$ cat config.mk
export PLATFORM = sky130hd
export DESIGN_NAME = ones_pattern_generator
export DESIGN_NICKNAME = d
export VERILOG_FILES = /design/src/rtl/ones_pattern_generator_pkg.sv /design/src/rtl/ones_pattern_generator_combination_step.sv /design/src/rtl/ones_pattern_generator.sv
export SDC_FILE = /design/constraint.sdc
export NUM_CORES = 1
export LEC_CHECK = 0
export BUFFER_PORTS_ARGS = -buffer_cell sky130_fd_sc_hd__buf_2
export CAP_MARGIN = 20
export CORE_MARGIN = 2
export CORE_UTILIZATION = 44
export DETAILED_ROUTE_END_ITERATION = 10
export GPL_ROUTABILITY_DRIVEN = 0
export PLACE_DENSITY_LB_ADDON = 0.12
export REMOVE_ABC_BUFFERS = 1
export SYNTH_ARGS = -nofsm -noshare
export SYNTH_HDL_FRONTEND = slang
export SYNTH_SLANG_ARGS = --single-unit
$ cat constraint.sdc
create_clock -name clock_i -period 1.84 [get_ports clock_i]
set_input_delay 0.552 -clock clock_i [delete_from_list [all_inputs] [get_ports clock_i]]
set_output_delay 0.552 -clock clock_i [all_outputs]
set_load 0.01 [all_outputs]
$ cat src/rtl/ones_pattern_generator_pkg.sv
// Shared types and helpers for the ones pattern generator.
// Optional self-check: ONES_PATTERN_GENERATOR_SELFCHECK_EN.
package ones_pattern_generator_pkg;

  typedef enum logic {
    IDLE,
    RUN
  } state_t;

  function automatic int count_width(input int n);
    return $clog2(n + 1);
  endfunction

  function automatic int popcount(input logic [63:0] v);
    int c;
    c = 0;
    for (int i = 0; i < 64; i++) begin
      c += int'(v[i]);
    end
    return c;
  endfunction

endpackage

$ cat src/rtl/ones_pattern_generator_combination_step.sv
// Next combination with the same popcount, in ascending order.
// Lowest set bit found with a priority encoder; no divider.
module combination_step #(
  parameter int INPUT_FEATURES = 4
) (
  input  logic [INPUT_FEATURES-1:0] x,
  output logic [INPUT_FEATURES-1:0] next
);

  localparam int TW = (INPUT_FEATURES > 1) ? $clog2(INPUT_FEATURES) : 1;

  logic [INPUT_FEATURES-1:0] c;
  logic [INPUT_FEATURES-1:0] r;
  logic [TW-1:0]             tz;

  assign c = x & (~x + 1'b1);
  assign r = x + c;

  always_comb begin
    tz = '0;
    for (int i = INPUT_FEATURES - 1; i >= 0; i--) begin
      if (c[i]) tz = TW'(i);
    end
  end

  assign next = r | (((r ^ x) >> 2) >> tz);

endmodule

$ cat src/rtl/ones_pattern_generator.sv
// Emits every INPUT_FEATURES-bit vector with K ones, ascending.
// Optional popcount self-check: ONES_PATTERN_GENERATOR_SELFCHECK_EN.
module ones_pattern_generator
  import ones_pattern_generator_pkg::*;
#(
  parameter int INPUT_FEATURES = 4,
  localparam int CW = count_width(INPUT_FEATURES)
) (
  input  logic                      clock_i,
  input  logic                      reset_i,
  input  logic                      start_i,
  input  logic [CW-1:0]             ones_i,
  output logic                      busy_o,
  output logic [INPUT_FEATURES-1:0] features_o,
  output logic                      valid_o,
  input  logic                      ready_i,
  output logic                      last_o,
  output logic                      error_o,
  output logic                      mismatch_o
);

  localparam logic [INPUT_FEATURES-1:0] ALL = '1;

  state_t                    state, state_n;
  logic [CW-1:0]             k, k_n;
  logic [INPUT_FEATURES-1:0] feat, feat_n;
  logic [INPUT_FEATURES-1:0] step;
  logic [INPUT_FEATURES-1:0] last_mask;
  logic                      err, err_n;
  logic                      fire;

  combination_step #(
    .INPUT_FEATURES(INPUT_FEATURES)
  ) u_step (
    .x    (feat),
    .next (step)
  );

  // Final vector has the K ones packed at the top.
  assign last_mask  = ~(ALL >> k);
  assign valid_o    = (state == RUN);
  assign busy_o     = (state == RUN);
  assign last_o     = valid_o && (feat == last_mask);
  assign features_o = feat;
  assign error_o    = err;
  assign fire       = valid_o && ready_i;

  always_ff @(posedge clock_i or posedge reset_i) begin
    if (reset_i) begin
      state <= IDLE;
      k     <= '0;
      feat  <= '0;
      err   <= 1'b0;
    end else begin
      state <= state_n;
      k     <= k_n;
      feat  <= feat_n;
      err   <= err_n;
    end
  end

  always_comb begin
    state_n = state;
    k_n     = k;
    feat_n  = feat;
    err_n   = 1'b0;
    unique case (state)
      IDLE: begin
        if (start_i) begin
          if (ones_i > CW'(INPUT_FEATURES)) begin
            err_n = 1'b1;
          end else begin
            k_n     = ones_i;
            feat_n  = ~(ALL << ones_i);
            state_n = RUN;
          end
        end
      end
      RUN: begin
        if (fire) begin
          if (last_o) begin
            state_n = IDLE;
            feat_n  = '0;
          end else begin
            feat_n = step;
          end
        end
      end
      default: state_n = IDLE;
    endcase
  end

`ifdef ONES_PATTERN_GENERATOR_SELFCHECK_EN
  logic mis;

  always_ff @(posedge clock_i or posedge reset_i) begin
    if (reset_i) begin
      mis <= 1'b0;
    end else if (fire && (popcount(64'(feat)) != int'(k))) begin
      mis <= 1'b1;
    end
  end

  assign mismatch_o = mis;
`else
  assign mismatch_o = 1'b0;
`endif

endmodule

Word level (Yosys, flattened, before mapping)
Index checks and enable logic that the tools add are counted.
- register bits after elaboration: 9
- latch bits: 0
- bits in writable memories: 0
- bits in read-only memories: 0
- input bits: 7
- output and inout port bits: 9
- word-level logic and storage cells: 43
- memories: 0
- add/sub/neg operators: 2
- $mul: 0
- div/mod/pow operators: 0
- magnitude comparators: 1
- equality and inequality tests: 4
- shift-type cells: 3
- mux-type cells: 17
- bitwise logic cells: 8
- reductions and logical operators: 4
- operator list (operator ; count):
    4-bit two-way mux ; 4
    4-bit NOT ; 3
    2-bit two-way mux ; 4
    4-bit one-hot mux with 2 select lines ; 1
    1-bit two-way mux ; 7
    3-bit AND reduction ; 2
    4-bit by 1-bit adder with 4-bit output (second input constant) ; 1
    4-bit adder ; 1
    4-bit AND ; 1
    4-bit == test ; 1
    2-bit inequality test (second input constant) ; 2
    4-bit OR ; 1
    4-bit by 3-bit left shift with 4-bit output (first input constant) ; 1
    2-bit by 2-bit right shift with 4-bit output ; 1
    4-bit by 3-bit right shift with 4-bit output (first input constant) ; 1
    4-bit bitwise XOR ; 1
    3-bit > comparator (second input constant) ; 1
    1-bit logical AND ; 2
    2-bit by 1-bit inequality test with 1-bit output (second input constant) ; 1
    1-bit NOT ; 2
    1-bit one-hot mux with 2 select lines ; 1

Longest topological paths before layout
Gate-level depths: netlist of the first run.
- word-level depth: 12
- gate-level depth with buffers: 5
- gate-level depth less buffers: 4

Hierarchy
From an unflattened synthesis of the first run, not the netlist that was laid out.
- cells, all modules: 63
- area, all modules: 599.3 um^2
- by module, submodules not included (module ; times used ; cells an instance ; area an instance (um^2) ; sequential area each (um^2)):
    ones_pattern_generator ; 1 ; 52 ; 531.8 ; 225.2
    combination_step ; 1 ; 11 ; 67.6 ; 0.0

Worst setup path after synthesis of the first run
Ideal clock, no wire load.
- path type: reg2out
- from: register feat[1], in the netlist features_o[1]
- to: output last_o
- arrival time: 1.081 ns
- data required time: 1.288 ns
- slack: 0.207 ns
- stages on the path, launching flop included: 5
- buffers on the path: 1
- path through: dfrtp_1 > buf_4 > nor2_1 > nand3_1 > a32oi_2
- cells in the longest elaborated chain, start to end: 2
- RTL lines (item ; line ; RTL):
    start: declaration ; ones_pattern_generator.sv:26 ; logic [INPUT_FEATURES-1:0] feat, feat_n;
    start signal: assignment ; ones_pattern_generator.sv:57 ; feat <= feat_n;
    4-bit == test ; ones_pattern_generator.sv:43 ; assign last_o = valid_o && (feat == last_mask);
    1-bit logical AND ; ones_pattern_generator.sv:43 ;
    end: declaration ; ones_pattern_generator.sv:17 ; output logic last_o,
No other way between the ends.

Final worst setup path of the first run
- from: register feat[2], in the netlist features_o[2]
- to: output last_o
Same word-level chain as after synthesis.

==> metrics.md, run 1 <==
| Metric | Value |
|---|---|
| Status | `complete, but fails checks` |
| Failing checks | `negative setup slack` |
| Max Freq | `0.5327 GHz` |
| Via-to-Cell Ratio | `5.680` |
| Syn-to-layout area delta | `24.42%` |
| Die W | `40.75 um` |
| DRC errors left | `0` |
| Worst r2r src | `busy_o` |
| Area contributors post-synth | `dfrtp_1, a21oi_1, nor2_1` |
| CTS buffer count | `3` |
| Clk_lat worst skew | `0.26 ns` |
| Maximum clock path buffer count | `2` |
| Data required time of the critical path | `1.29 ns` |
| Total vias in the final route | `585` |
| Final Max Slew Viols | `0` |
| R2r endpoint | `features_o[0]` |
| Number of synthesized flops with an enable pin | `0` |
| Core area | `0.001285 mm2` |
| CTS tree | `built` |
| Unique masters post-synth | `31` |
| Comb power frac | `53.2%` |
| Final TNS setup | `-0.03713 ns` |
| Worst r2r path cells | `4` |
| Final wirelength | `1371 um` |
| Largest net degree at the start of global routing | `10` |
| Root Buffer | `clkbuf_4` |
| Crit path DAT | `1.33 ns` |
| Final setup violation count | `1` |
| TritonCTS Sinks | `9` |
| Max cap viols | `0` |
| Starting Density | `46.25%` |
| Antenna Nets Post-Route | `0` |
| Average wire per standard cell | `13.31 um` |
| Post-DP HPWL | `987.4 um` |
| Die area | `0.001661 mm2` |
| Area leader, netlist | `dfrtp_1` |
| Total GRT Usage | `19.50%` |
| Ports | `16` |
| Drt first pass iters | `4` |
| Top_reg_cell synth | `dfrtp_1` |
| Critical path type | `flip-flop to output port` |
| PwrDens | `1685 mW/mm2` |
| First-pass GRT wire length | `2076 um` |
| Layout cells sized above 1 | `39.77%` |
| Flop pwr share | `34.2%` |
| Iteration-0 DRC Markers | `14` |
| I/O Buffers | `14` |
| Hold buffers post-CTS | `0` |
| Critical path's slowest cell | `dfrtp_2` |
| Initial antenna violation count | `0` |
| Final setup skew | `0.002272 ns` |
| Post-layout nets | `96` |
| Leak Pwr | `0.3394 nW` |
| Die Span Y | `40.75 um` |
| Ant. Diodes | `0` |
| Crit path to | `last_o` |
| Top post-synthesis cells by count | `a21oi_1, dfrtp_1, nor2_1, nand2_1, buf_4` |
| P_int | `0.7181 mW` |
| Startpoint Class | `flip-flop` |
| Psw | `0.5281 mW` |
| Post-DP Area | `665.6 um2` |
| Share of the yosys chip area belonging to registers | `37.89%` |
| Crit path cell chain | `xnor2_2 -> nand3_1 -> a32oi_2 -> buf_2` |
| H-tree depth | `1` |
| Setup ws final | `-0.03713 ns` |
| Fin crit share | `102.0%` |
| Inst Count DP | `95` |
| Vias in the first global route | `472` |
| Syn Inst Count | `69` |
| RSZ-0062 raised after global routing | `yes` |
| CP max FO | `3` |
| Synthesis Warnings | `0` |
| Worst hold path type | `input pin to async pin` |
| GR Overflow Total | `0` |
| Final Non-Filler Cells | `103` |
| Pre-CTS WS | `0.1888 ns` |
| Post-synth top area share | `37.89%` |
| Clock-pin slew on the worst setup and hold paths | `0.07 ns` |
| Worst setup path start | `features_o[2]` |
| R2r setup slk | `0.31 ns` |
| Cell area after layout | `739.5 um2` |
| Crit-path max cell delay | `0.44 ns` |
| CP endpoint kind | `output port` |
| Clock power frac | `12.6%` |
| Fraction of synthesis flops using an asynchronous set or reset pin | `100.0%` |
| Hold Fails Final Rpt | `0` |
| Post-route minimum period | `1.877 ns` |
| FP Rows | `13` |
| Syn Area/Cell | `8.613 um2` |
| Switch share | `42.38%` |
| VDD IR-drop max | `0.0007012 V` |
| Mapped Area | `594.3 um2` |
| Synth Register Bits | `9` |
power by group through the flow:
| stage | Clock [mW] | Sequential, mW | Combinational [mW] |
|---|---|---|---|
| floorplan | 0 | 0.447 | 0.336 |
| global placement | 0 | 0.428 | 0.561 |
| detailed placement | 0 | 0.431 | 0.561 |
| CTS | 0.160 | 0.410 | 0.645 |
| global route | 0.170 | 0.443 | 0.736 |
| finish | 0.157 | 0.426 | 0.663 |
metrics by stage:
stage / util [%] / power, mW / hold slack, ns
floorplan: - / 0.7832 / 0.3799
finish: 57.55 / 1.246 / 0.2469
detailed placement: 51.80 / 0.9923 / 0.5308
global route: 57.55 / 1.349 / 0.2923
global placement: 51.80 / 0.9888 / 0.5316
CTS: 56.38 / 1.215 / 0.2497
layer usage:
metal / share of wire (%) / routed length (um) / vias up / track usage (%)
met3: 5.4 / 74 / 4 / 1.630
met1: 44 / 608 / 282 / 26.94
li1: - / - / 284 / -
met4: 1.7 / 23 / 0 / 9.167
met2: 49 / 665 / 15 / 30.56
met5: 0 / 0 / - / 0
critical path: cells and delay by family (launching register included):
kind | cells | cell delay [ns]
compound gates | 1 | 0.21
flops | 1 | 0.44
xor+xnor | 1 | 0.16
buf+inv | 1 | 0.16
simple gates | 1 | 0.10
layout make-up:
cell class                 count  area [um2]
clock buffer                   4       26.28
multi-input combinational     51       330.3
sequential                     9       230.2
tap                           15       18.77
inverter                       3       11.26
timing repair buffer          21       122.6
fill                         128       545.5
worst min path at each step:
stage,from,to,cells after the start
finish,reset_i,features_o[1],2
detailed placement,reset_i,busy_o,2
global placement,reset_i,error_o,2
floorplan,reset_i,busy_o,1
CTS,reset_i,busy_o,2
global route,reset_i,error_o,2
registers in the layout (all words and copies together) (netlist names):
name and count:
error_o 1, k 3, busy_o 1, features_o 4
what timing repair did:
item,4_1_cts,5_1_grt
endpoints found under the setup margin,1,1
pin swaps,4,3
resized for setup,2,4
buffers inserted,4,0
cells by family (layout without fill, tap and decap cells):
logic type	Yosys count	in the layout	share of synthesized area [%]
and+or+nand+nor	21	21	15.79
buffers and inverters	9	28	8.632
DFF	9	9	37.90
AOI/OAI and AO/OA	25	25	30.32
xor gates and xnor gates	2	2	2.948
muxes	2	2	3.789
other	1	1	0.6310
cells in the final DEF (no fill, tap or decap), types with 2 or more instances in the layout:
master / count
a21oi_1: 9
dfrtp_2: 4
buf_2: 14
dfrtp_1: 5
inv_1: 3
buf_4: 7
nand2_1: 5
o211ai_1: 2
clkbuf_4: 3
nor2_1: 9
o22ai_1: 2
nand3_1: 3
Power figures use the tool's default switching activity.
==> inputs of run 2 (changes only) <==
--- a/config.mk
+++ b/config.mk
@@ -7,11 +7,13 @@
 export LEC_CHECK = 0
 export BUFFER_PORTS_ARGS = -buffer_cell sky130_fd_sc_hd__buf_2
 export CAP_MARGIN = 20
+export CORE_ASPECT_RATIO = 0.9
 export CORE_MARGIN = 2
-export CORE_UTILIZATION = 44
+export CORE_UTILIZATION = 40
 export DETAILED_ROUTE_END_ITERATION = 10
 export GPL_ROUTABILITY_DRIVEN = 0
 export PLACE_DENSITY_LB_ADDON = 0.12
+export RECOVER_POWER = 50
 export REMOVE_ABC_BUFFERS = 1
 export SYNTH_ARGS = -nofsm -noshare
 export SYNTH_HDL_FRONTEND = slang
==> run 2 against run 1 <==
Compared with the run above:
- highest routed layer unchanged
- sequential share of layout area up 0.52 points
- core utilization down 6.7 points
- the flow still finishes with violations (negative setup slack)
- first-iteration DRC count up 71%
==> metrics.md, run 2 (synthesis results as in run 1) <==
| Metric | Value |
|---|---|
| Clock-pin slew on the worst setup and hold paths | `0.06 ns` |
| Switch share | `43.26%` |
| Hold Fails Final Rpt | `0` |
| Total vias in the final route | `576` |
| Ant. Diodes | `0` |
| Max Freq | `0.5312 GHz` |
| CP max FO | `5` |
| Post-layout nets | `95` |
| Average wire per standard cell | `13.89 um` |
| P_int | `0.6850 mW` |
| Final core utilization | `50.84%` |
| Buf/Inv on CP | `1` |
| Worst hold path type | `input pin to async pin` |
| Leak Pwr | `0.3313 nW` |
| Final setup skew | `0.0005178 ns` |
| Crit path cell chain | `nor3_2 -> nand2_1 -> a32oi_2 -> buf_2` |
| DRC errors left | `0` |
| Crit path DAT | `1.33 ns` |
| Pre-CTS WS | `0.2195 ns` |
| Root Buffer | `clkbuf_4` |
| Critical path's top delay family | `flip-flops` |
| Setup ws final | `-0.04261 ns` |
| Max cap viols | `0` |
| Clk_lat worst skew | `0.26 ns` |
| GRT Max-Usage Layer | `met2` |
| Post-DP HPWL | `995.6 um` |
| Starting Density | `42.00%` |
| Syn-to-layout area delta | `21.05%` |
| RSZ-0062 raised after global routing | `yes` |
| Critical path's slowest cell | `dfrtp_2` |
| Met3 Track Usage GR | `7.207%` |
| Layout cells sized above 1 | `34.48%` |
| CTS buffer count | `3` |
| Most common cell after layout, fill and taps aside | `buf_2` |
| Largest net degree at the start of global routing | `10` |
| Final wirelength | `1417 um` |
| Maximum clock path buffer count | `2` |
| FP Rows | `13` |
| Fin crit share | `102.3%` |
| Total GRT Usage | `17.69%` |
| Ports | `16` |
| Post-route minimum period | `1.883 ns` |
| Vias in the first global route | `474` |
| Max reg flops | `4` |
| TritonCTS Sinks | `9` |
| Final Max Slew Viols | `0` |
| Core area | `0.001415 mm2` |
| Status | `complete, but fails checks` |
| I/O Buffers | `14` |
| Iteration-0 DRC Markers | `24` |
| Comb power frac | `51.8%` |
| Inst Count DP | `95` |
| Initial antenna violation count | `0` |
| Hold buffers post-CTS | `0` |
| Data required time of the critical path | `1.29 ns` |
| CP endpoint kind | `output port` |
| First-pass GRT wire length | `2173 um` |
| VDD IR-drop max | `0.0007781 V` |
| Via-to-Cell Ratio | `5.647` |
| PwrDens | `1678 mW/mm2` |
| Drt first pass iters | `4` |
| GR Overflow Total | `0` |
| Critical path type | `flip-flop to output port` |
| Die area | `0.001811 mm2` |
| Startpoint Class | `flip-flop` |
| Final TNS setup | `-0.04261 ns` |
| CTS tree | `built` |
| Failing checks | `negative setup slack` |
| Final Non-Filler Cells | `102` |
| GR Util met1 | `23.04%` |
| R2r setup slk | `0.28 ns` |
| Psw | `0.5222 mW` |
| Most frequent cells in the layout | `buf_2, nor2_1, a21oi_1, dfrtp_1, buf_4` |
| H-tree depth | `1` |
| Crit-path max cell delay | `0.45 ns` |
| GR Util met2 | `26.45%` |
| Flop pwr share | `35.4%` |
| Filler Cell Count | `136` |
| Antenna Nets Post-Route | `0` |
| Final setup violation count | `1` |
| Clock power frac | `12.8%` |
| Die Span Y | `40.57 um` |
| Die W | `44.63 um` |
| Total Power | `1.207 mW` |
## run 2: cell types whose count changed in the layout (fill, tap and decap cells not counted)
cell / before / now
nand2b_2: 1 / 0
xnor2_2: 1 / 0
dfrtp_2: 4 / 2
buf_4: 7 / 6
nand2b_1: 0 / 1
dfrtp_1: 5 / 7
xnor2_1: 0 / 1
## run 2: worst paths after layout
path | startpoint | to | depth (start not counted)
setup / recovery | k[1] | last_o | 4
hold / removal | reset_i | error_o | 2
setup reg to reg | busy_o | features_o[0] | 4
hold reg to reg | k[2] | k[2] | 2
max in group asynchronous | reset_i | k[1] | 2
min in group clock_i | k[2] | k[2] | 2
## run 2: worst register-to-register path, cell delays in order, from the launching register on
cell	delay, ns
dfrtp_1	0.46
nand2b_1	0.29
o41ai_2	0.44
o2bb2ai_1	0.18
a21oi_1	0.05
## run 2: power groups by stage
stage	logic (mW)	clock network, mW	registers, mW
after floorplan	0.336	0	0.447
final	0.625	0.154	0.428
after global placement	0.570	0	0.425
after detailed placement	0.566	0	0.425
after global routing	0.687	0.173	0.437
after CTS	0.585	0.158	0.431
## run 2: routing by layer
metal	up-vias	part of all wire [%]
met1	268	45
met3	2	8.8
met4	0	0.99
li1	280	-
met5	-	0
met2	26	45
## run 2: what timing repair did
| action | CTS | global route |
|---|---|---|
| endpoints found under the setup margin | 1 | 1 |
| pin swaps | 3 | 0 |
| gates resized for setup | 3 | 0 |
| setup buffers | 1 | 2 |
## run 2: per-stage QoR
step | hold slack, ns | area, um2
after detailed placement | 0.5339 | 665.6
after floorplan | 0.3799 | 554.3
after global placement | 0.5408 | 665.6
final | 0.2449 | 719.4
after CTS | 0.2529 | 706.9
after global routing | 0.2795 | 719.4
## run 2: cell type report
class / instances / area [um2] / share of cell area (%)
Multi-Input combinational cell: 51 / 320.3 / 44.52
Inverter: 3 / 11.26 / 1.565
Clock buffer: 4 / 26.28 / 3.652
Tap cell: 15 / 18.77 / 2.609
Timing Repair Buffer: 20 / 115.1 / 16.00
Sequential cell: 9 / 227.7 / 31.65
==> inputs of run 3 (changes only) <==
--- a/config.mk
+++ b/config.mk
@@ -17,4 +17,5 @@
 export REMOVE_ABC_BUFFERS = 1
 export SYNTH_ARGS = -nofsm -noshare
 export SYNTH_HDL_FRONTEND = slang
+export SYNTH_HIERARCHICAL = 1
 export SYNTH_SLANG_ARGS = --single-unit
==> run 3 against run 2 <==
Compared with the run above:
- the flow still finishes with violations (negative setup slack)
- worst setup slack lost 0.11 ns
- clock power up 5%
- highest routed layer unchanged
- largest power group unchanged
- global-route usage increased by 0.53 points
- cell area grew 2.1%
- clock-buffer cell count down 1
- final cell count down 3.9%
- sequential share of layout area down 0.82 points
- synthesized cell count down 8.7%
==> metrics.md, run 3 <==
| Metric | Value |
|---|---|
| VDD IR-drop max | `0.0006941 V` |
| Filler Cell Count | `150` |
| CP endpoint kind | `output port` |
| Post-DP HPWL | `1018 um` |
| Area leader, netlist | `dfrtp_1` |
| Synth Area in Compound Gates | `26.51%` |
| Drt first pass iters | `4` |
| Antenna Nets Post-Route | `0` |
| Final TNS setup | `-0.1569 ns` |
| Die area | `0.001824 mm2` |
| Total vias in the final route | `554` |
| Root Buffer | `clkbuf_4` |
| CTS buffer count | `3` |
| Multi-input gate area | `337.8 um2` |
| Post-DP Area | `699.4 um2` |
| Synth Register Bits | `9` |
| Maximum clock path buffer count | `2` |
| Syn Inst Count | `63` |
| Critical path's top delay family | `simple AND/OR/NAND/NOR gates` |
| Largest family of logic cells by synthesized area | `compound AO/OA/AOI/OAI gates` |
| Synth Area in Simple Gates | `20.25%` |
| Max Freq | `0.5008 GHz` |
| Syn-to-layout area delta | `22.55%` |
| H-tree depth | `1` |
| Max reg flops | `4` |
| First-pass GRT wire length | `2249 um` |
| Iteration-0 DRC Markers | `14` |
| Layout cells sized above 1 | `37.35%` |
| Startpoint Class | `flip-flop` |
| FP Rows | `13` |
| Most frequent cells in the layout | `buf_2, nor2_1, dfrtp_1` |
| I/O Buffers | `14` |
| Unique masters post-synth | `32` |
| Post-layout nets | `91` |
| Syn Area/Cell | `9.513 um2` |
| Crit path cell chain | `nor3_2 -> xor2_1 -> and4_4 -> buf_6` |
| Setup ws final | `-0.1569 ns` |
| Initial antenna violation count | `0` |
| Max cap viols | `0` |
| Die W | `44.80 um` |
| Final core utilization | `51.31%` |
| Top post-synthesis cells by count | `dfrtp_1, nor2_1, inv_1, o211ai_1` |
| Data required time of the critical path | `1.29 ns` |
| Pre-CTS WS | `0.08993 ns` |
| Worst r2r src | `features_o[2]` |
| Final setup skew | `0.007129 ns` |
| Status | `complete, but fails checks` |
| R2r setup slk | `0.28 ns` |
| Final Non-Filler Cells | `98` |
| Via-to-Cell Ratio | `5.653` |
| Final Max Slew Viols | `0` |
| Inst Count DP | `94` |
| Worst r2r path cells | `6` |
| Cell area after layout | `734.5 um2` |
| Failing checks | `negative setup slack` |
| Fraction of synthesis flops using an asynchronous set or reset pin | `100.0%` |
| Register area | `226.5 um2` |
| DRC errors left | `0` |
| Crit-path max cell delay | `0.44 ns` |
| CTS tree | `built` |
| TritonCTS Sinks | `9` |
| XOR/XNOR share of the synthesized area | `4.384%` |
| Critical path type | `flip-flop to output port` |
| Average wire per standard cell | `13.46 um` |
| CP max FO | `6` |
| Mux cell area share after synthesis | `3.758%` |
| Mapped Area | `599.3 um2` |
| # Post-CTS Setup Buffers | `0` |
| Ant. Diodes | `0` |
| Hold Fails Final Rpt | `0` |
| Clock-pin slew on the worst setup and hold paths | `0.07 ns` |
| Most common cell after layout, fill and taps aside | `buf_2` |
| PwrDens | `1764 mW/mm2` |
| RSZ-0062 raised after global routing | `yes` |
| Area contributors post-synth | `dfrtp_1, a211oi_2, nor2_1` |
| Number of synthesized flops with an enable pin | `0` |
| Starting Density | `41.87%` |
| Fin crit share | `108.5%` |
| Post-route minimum period | `1.997 ns` |
| R2r endpoint | `features_o[1]` |
| Largest net degree at the start of global routing | `10` |
| Top_reg_cell synth | `dfrtp_1` |
| Synthesis Warnings | `6` |
| Post-synth top area share | `37.58%` |
| Clk_lat worst skew | `0.27 ns` |
| Worst hold path type | `input pin to async pin` |
| Crit path DAT | `1.44 ns` |
| Adder and majority cell fraction of the synthesized area | `0%` |
| Critical path's slowest cell | `dfrtp_2` |
| Share of the yosys chip area belonging to registers | `37.58%` |
| GR Overflow Total | `0` |
| Vias in the first global route | `488` |
| Count leader, synth | `dfrtp_1` |
| Ports | `16` |
| Total GRT Usage | `18.22%` |
| Final setup violation count | `1` |
| Core area | `0.001431 mm2` |
| Die Span Y | `40.72 um` |
| Buf/Inv on CP | `1` |
| Leak Pwr | `0.3308 nW` |
| Final wirelength | `1319 um` |
## run 3: cell count changes in the layout (fill, tap and decap cells not counted), moves of 2 or more
cell and delta:
o211ai_1 +2, nand3_1 -2, nand2_1 -2, o41ai_1 +2
a211oi_2 +3, xor2_1 +2, buf_4 -2, a21oi_1 -8
buf_2 -2
## run 3: power breakdown
group	switching, mW	total [mW]	leakage, nW	internal (mW)
clock network	0.0801	0.161	0.0177	0.0806
registers	0.125	0.415	0.103	0.290
logic	0.351	0.720	0.211	0.369
## run 3: worst max-delay path by stage
stage / from / endpoint / slack (ns) / cells after the start
2_1_floorplan: k[2] / last_o / 0.22 / 3
3_3_place_gp: k[2] / last_o / 0.13 / 4
3_5_place_dp: k[2] / last_o / 0.09 / 4
4_1_cts: k[1] / last_o / -0.15 / 4
5_1_grt: k[1] / last_o / -0.20 / 4
6_report: k[1] / last_o / -0.16 / 4
## run 3: cell families after synthesis
group / Yosys count
muxes: 2
AOI/OAI and AO/OA: 20
buffers and inverters: 7
xor gates and xnor gates: 3
DFF: 9
other: 1
and+or+nand+nor: 21
## run 3: metal layers
metal	wire, um	part of all wire, %	GRT usage [%]	vias up
li1	-	-	-	278
met1	637	48	24.06	255
met2	574	44	26.45	19
met3	84	6.4	5.286	2
met4	22	1.7	11.03	0
met5	0	0	0	-
## run 3: final cells by class
class	count	area share, %
multi-input cells	47	46.00
flip-flops and latches	9	30.83
repair buffers	19	14.82
clock buffers	3	3.066
well taps	15	2.555
inverters	4	2.044
clock inverters	1	0.6814
## run 3: stage by stage
stage | power (mW) | hold slack [ns]
floorplan | 0.8618 | 0.3799
global placement | 1.117 | 0.5405
detailed placement | 1.117 | 0.5405
CTS | 1.303 | 0.2413
global route | 1.406 | 0.2645
finish | 1.296 | 0.2369
## run 3: repair_timing
action,in CTS,in global routing
resized for setup,2,1
hold buffers,0,0
pin swaps,2,0
endpoints found under the setup margin,1,1
